==> config.mk <==
export PLATFORM = sky130hd
export DESIGN_NAME = diagv2_ecall_ctrl
export DESIGN_NICKNAME = d
export VERILOG_FILES = /design/src/rtl/diagv2_ecall_ctrl.sv
export SDC_FILE = /design/constraint.sdc
export NUM_CORES = 1
export LEC_CHECK = 0
export ABC_AREA = 0
export CORE_MARGIN = 3
export CORE_UTILIZATION = 40
export DETAILED_ROUTE_END_ITERATION = 16
export GPL_TIMING_DRIVEN = 0
export PLACE_DENSITY_LB_ADDON = 0.25
export SYNTH_ARGS = -nofsm -noshare
export SYNTH_HDL_FRONTEND = slang
export SYNTH_SLANG_ARGS = --single-unit
export TNS_END_PERCENT = 50
==> constraint.sdc <==
create_clock -name clk -period 2.2 [get_ports clk]
set_input_delay 0.44 -clock clk [delete_from_list [all_inputs] [get_ports clk]]
set_output_delay 0.44 -clock clk [all_outputs]
set_load 0.01 [all_outputs]
==> src/rtl/diagv2_ecall_ctrl.sv <==
// Environment-call controller for the diagv2 core. It freezes the core on an ecall and
// services PRINT (streams a null-terminated string from dmem) and EXIT (records the
// exit code and halts forever). Any other syscall number halts with an error flag.
module diagv2_ecall_ctrl #(
  parameter int unsigned DATA_W  = 64,
  parameter int unsigned ADDR_W  = 12,
  parameter int unsigned MAX_LEN = 4096
) (
  input  logic              clk,
  input  logic              reset,
  input  logic              ecall,
  input  logic [DATA_W-1:0] a7,
  input  logic [DATA_W-1:0] a0,
  output logic              halt,
  output logic              rd_en,
  output logic [ADDR_W-1:0] rd_addr,
  input  logic [DATA_W-1:0] rd_data,
  output logic              char_valid,
  output logic [7:0]        char_data,
  input  logic              char_ready,
  output logic              exit_valid,
  output logic [DATA_W-1:0] exit_code,
  output logic              err_invalid,
  output logic              print_trunc
);

  localparam int unsigned CntW = $clog2(MAX_LEN + 1);

  typedef enum logic [2:0] {
    StIdle, StFetch, StWait, StEmit, StRelease, StExited, StError
  } state_e;

  state_e              state_q, state_d;
  logic [ADDR_W-1:0]   line_q, line_d;
  logic [2:0]          offset_q, offset_d;
  logic [CntW-1:0]     count_q, count_d;
  logic [DATA_W-1:0]   buf_q, buf_d;
  logic                exit_valid_q, exit_valid_d;
  logic [DATA_W-1:0]   exit_code_q, exit_code_d;
  logic                err_q, err_d;
  logic                trunc_q, trunc_d;
  logic [7:0]          cur_byte;

  // State and datapath registers with synchronous active-low reset.
  always_ff @(posedge clk) begin
    if (!reset) begin
      state_q      <= StIdle;
      line_q       <= '0;
      offset_q     <= '0;
      count_q      <= '0;
      buf_q        <= '0;
      exit_valid_q <= 1'b0;
      exit_code_q  <= '0;
      err_q        <= 1'b0;
      trunc_q      <= 1'b0;
    end else begin
      state_q      <= state_d;
      line_q       <= line_d;
      offset_q     <= offset_d;
      count_q      <= count_d;
      buf_q        <= buf_d;
      exit_valid_q <= exit_valid_d;
      exit_code_q  <= exit_code_d;
      err_q        <= err_d;
      trunc_q      <= trunc_d;
    end
  end

  // Next-state decode and combinational outputs.
  always_comb begin
    state_d      = state_q;
    line_d       = line_q;
    offset_d     = offset_q;
    count_d      = count_q;
    buf_d        = buf_q;
    exit_valid_d = exit_valid_q;
    exit_code_d  = exit_code_q;
    err_d        = err_q;
    trunc_d      = trunc_q;
    halt         = 1'b1;
    rd_en        = 1'b0;
    char_valid   = 1'b0;
    char_data    = 8'h00;
    cur_byte     = buf_q[{offset_q, 3'b000} +: 8];

    case (state_q)
      StIdle: begin
        // Stall in the same cycle the ecall shows up.
        halt = ecall;
        if (ecall) begin
          if (a7 == DATA_W'(4)) begin
            line_d   = a0[ADDR_W+2:3];
            offset_d = a0[2:0];
            count_d  = '0;
            trunc_d  = 1'b0;
            state_d  = StFetch;
          end else if (a7 == DATA_W'(93)) begin
            exit_code_d  = a0;
            exit_valid_d = 1'b1;
            state_d      = StExited;
          end else begin
            err_d   = 1'b1;
            state_d = StError;
          end
        end
      end
      StFetch: begin
        rd_en   = 1'b1;
        state_d = StWait;
      end
      StWait: begin
        buf_d   = rd_data;
        state_d = StEmit;
      end
      StEmit: begin
        if (cur_byte == 8'h00) begin
          state_d = StRelease;
        end else if (count_q == CntW'(MAX_LEN)) begin
          trunc_d = 1'b1;
          state_d = StRelease;
        end else begin
          char_valid = 1'b1;
          char_data  = cur_byte;
          if (char_ready) begin
            count_d = count_q + CntW'(1);
            if (offset_q == 3'd7) begin
              offset_d = 3'd0;
              line_d   = line_q + ADDR_W'(1);
              state_d  = StFetch;
            end else begin
              offset_d = offset_q + 3'd1;
            end
          end
        end
      end
      StRelease: begin
        // One free cycle lets the core retire the ecall so it is not re-taken.
        halt    = 1'b0;
        trunc_d = 1'b0;
        state_d = StIdle;
      end
      StExited, StError: ;
      default: state_d = StIdle;
    endcase
  end

  assign rd_addr     = line_q;
  assign exit_valid  = exit_valid_q;
  assign exit_code   = exit_code_q;
  assign err_invalid = err_q;
  assign print_trunc = (state_q == StRelease) && trunc_q;

endmodule

==> impl_results.md <==
* Status: complete, but fails checks
* Violated checks: negative setup slack
* Die X at 141 µm
* Synthesis-stage register bit count at 162
* Hold Path Origin: exit_code[38]
* Slew headroom at 0.560
* GPL Wtd Cong at 0.854
* Gr usage total at 0.268
* Combinational power share at 0.271
* Fin crit period at 2770 ps
* Num rows at 48
* Req. time, crit path at about 1800 ps
* Initial cell density of the core at 0.417
* Bufs on Longest Clock Path at 2
* CTS tree: done
* VDD IR-drop max at 531 µV
* Die area at 20000 µm²
* Sw Pwr at ~2.8 mW
* Skew-Pair Late Insertion Delay at between 400 and 500 ps
* DRC Markers at 0
* Fraction of layout cells with a size suffix above 1 at 0.180
* DRT iter0 DRCs at 763
* CP Class: reg -> out
* Finished Layout Cells at 1506
* DRT Pass-1 Iters at 5
* Syn-to-layout area delta at 67.3%
* Antenna-violating nets left at 0
* ANT cells at 0
* Number of global-route vias before repair at approximately 8000
* Num CTS Buffers at 17
* Core Util, Final at 0.698
* Leak at 4.53 nW
* NumNets Final at 1469
* F_max at roughly 0.36 GHz
* Inst Count DP at 1412
* Critical path origin: offset_q[0]
* Final Setup Violations at 39
* Pint at 6.08 mW
* Cell variety after synth at 65
* Number of enable flip-flop cells after synthesis at 0
* Average size of a mapped cell at 8.13 µm²
* Tcrit/Tclk final at 1.26
* Initial antenna violation count at 0
* Port bufs at 284
* Worst r2r path cells at 10
* Die Ht at 141 µm
* DP HPWL at 18.7 mm
* Sequential power share at 0.376
* Global-route wire length before repair at 42.5 mm
* Worst Tran Pin Value at 660 ps
* Post-Syn Nets at 1104
* Clk slew on worst S/H paths at 70 ps
* Sw Share at 0.314
* Async SR Flop Fraction at 0
* Clk network pwr share at 0.352
* DR vias/cell at 5.41
* Setup Slack @ Placement at -1150 ps
* Final hold violations at 0
* I/O Pins at 286
* H-Tree Depth at 4
* Max-cap viol count at 0
* Sink Count at 162
* Yosys warning count at 0
* PD cells at 721 nW/µm²
* GR Overflow Total at 0
* Gate Count Post-Synth at 903
* Min-delay worst type: reg -> reg
* Setup crit start kind: register
* Vias at around 8000
* FF-to-FF Start: offset_q[0]
* Final Max Tran Viols at 0
* RSZ-0062 raised after global routing: yes
* Arrival time worst endpoint at 2330 ps
* Post-route setup slack at -567 ps
* CP max FO at 4
* WL final at 27.8 mm
* Placeable Area at ~18000 µm²
* Largest net degree at the start of global routing at 18
* CTS root buf: clkbuf_16
* Sequential area share after synthesis at 0.442
* Worst Setup End Kind: primary output
* Hold depth at 2
* Cell Area, Synth at 7340 µm²
* Post-Place Cell Area at 10500 µm²
* Routed length per instance at 18.5 µm
* Max Clock Skew at between 9 and 10 ps
* Post-Layout Inst Area at 12300 µm²
* Main synth FF type: dfxtp_1
repair_timing:
item	CTS	global route
pin swaps	48	26
resized for setup	242	55
hold buffers	0	0
cloned	9	1
setup endpoints to repair	168	104
buffers inserted	51	12
stage by stage:
step	TNS, ps	total power [mW]	hold slack [ps]
3_5_place_dp	-106820	5.25	443
4_1_cts	-15700	8.78	453
5_1_grt	-18070	9.18	470
2_1_floorplan	-735	4.42	432
3_3_place_gp	-98540	5.23	437
6_report	-14980	8.85	452
cells in the mapped netlist (3+ instances only):
| cell | n | area (µm²) |
|---|---|---|
| nand2_1 | 283 | 1060 |
| or4_1 | 4 | 30.0 |
| nor4_1 | 16 | 100 |
| clkbuf_8 | 4 | 55.1 |
| a21oi_1 | 146 | 731 |
| mux4_1 | 14 | 368 |
| nand4_1 | 6 | 37.5 |
| o31ai_1 | 9 | 67.6 |
| dfxtp_1 | 162 | 3240 |
| o21ai_0 | 17 | 85.1 |
| nand3_1 | 22 | 110 |
| or3_1 | 4 | 25.0 |
| and3_1 | 5 | 31.3 |
| clkbuf_1 | 45 | 169 |
| a31oi_1 | 6 | 37.5 |
| nor4b_1 | 3 | 26.3 |
| buf_6 | 6 | 67.6 |
| ha_1 | 5 | 62.6 |
| o22ai_1 | 5 | 31.3 |
| inv_1 | 7 | 26.3 |
| nor3_1 | 9 | 45.0 |
| o211ai_1 | 6 | 45.0 |
| o311ai_0 | 6 | 52.6 |
| a211oi_1 | 4 | 30.0 |
| o21ai_1 | 4 | 20.0 |
| and2_1 | 3 | 18.8 |
| buf_2 | 8 | 40.0 |
| nor2_1 | 32 | 120 |
| mux2i_1 | 10 | 100 |
| nand2b_1 | 6 | 37.5 |
flip-flops by register name, indices dropped and copies added, names as in the netlist:
register / flops
buf_q: 64
exit_code: 64
count_q: 13
rd_addr: 12
offset_q: 3
state_q: 3
err_invalid: 1
exit_valid: 1
trunc_q: 1
per-layer routing:
metal / up-vias / global-route usage / part of all wire
met5: - / 0 / 0
met4: 0 / 0.0965 / 0.028
met3: 57 / 0.0506 / 0.071
met2: 382 / 0.440 / 0.48
met1: 3793 / 0.356 / 0.42
li1: 3913 / - / -
layout make-up:
type	instances	area [µm²]
inverter	8	30.0
tap	225	282
clock buffer	17	425
buffer	62	439
clock inverter	15	188
fill	1360	5320
timing repair buffer	350	3530
multi-input combinational	667	4130
sequential	162	3260
cells in the final DEF (no fill, tap or decap), drive strengths merged, types with 6 or more instances in the layout:
cell           netlist  routed
a21oi              146     146
a31oi                6       6
buf                 17      84
clkbuf              49      71
clkdlybuf4s15        0       9
clkdlybuf4s50        0     214
dfxtp              162     162
dlygate4sd2          0      37
dlymetal6s2s         0      13
inv                  7      16
mux2i               10      10
mux4                16      16
nand2              284     284
nand2b               6       6
nand3               22      22
nand4                8       8
nor2                32      32
nor3                10      10
nor4                18      18
o211ai               6       6
o21ai               22      22
o311ai               8       8
o31ai                9       9
path summary, 6_finish.rpt:
| check | endpoint | slack (ps) |
|---|---|---|
| setup / recovery | char_valid | -570 |
| hold / removal | exit_code[38] | 450 |
| setup reg to reg | rd_addr[8] | -480 |
| hold reg to reg | exit_code[38] | 450 |
worst max-delay path, stage by stage, from the launching register on:
cell	delay, ps
dfxtp_4	370
buf_6	120
mux4_2	550
mux2i_2	230
buf_4	170
nand4_4	120
nor2_4	140
nor2_1	50
buf_2	140
kinds of logic after synthesis:
| family | synth area share |
|---|---|
| AO/OA/AOI/OAI | 0.180 |
| XOR/XNOR | 0.00119 |
| adder cells (fa/ha/maj) | 0.00853 |
| buffers and inverters | 0.0535 |
| flip-flops | 0.442 |
| multiplexers | 0.0699 |
| AND/OR/NAND/NOR | 0.245 |
power groups by stage:
stage | logic (mW) | clock network, mW | registers [mW]
floorplan | 1.07 | 0 | 3.34
global placement | 1.86 | 0 | 3.37
detailed placement | 1.88 | 0 | 3.37
CTS | 2.32 | 3.13 | 3.32
global route | 2.58 | 3.25 | 3.35
finish | 2.40 | 3.12 | 3.33
(Power assumes the default switching activity.)
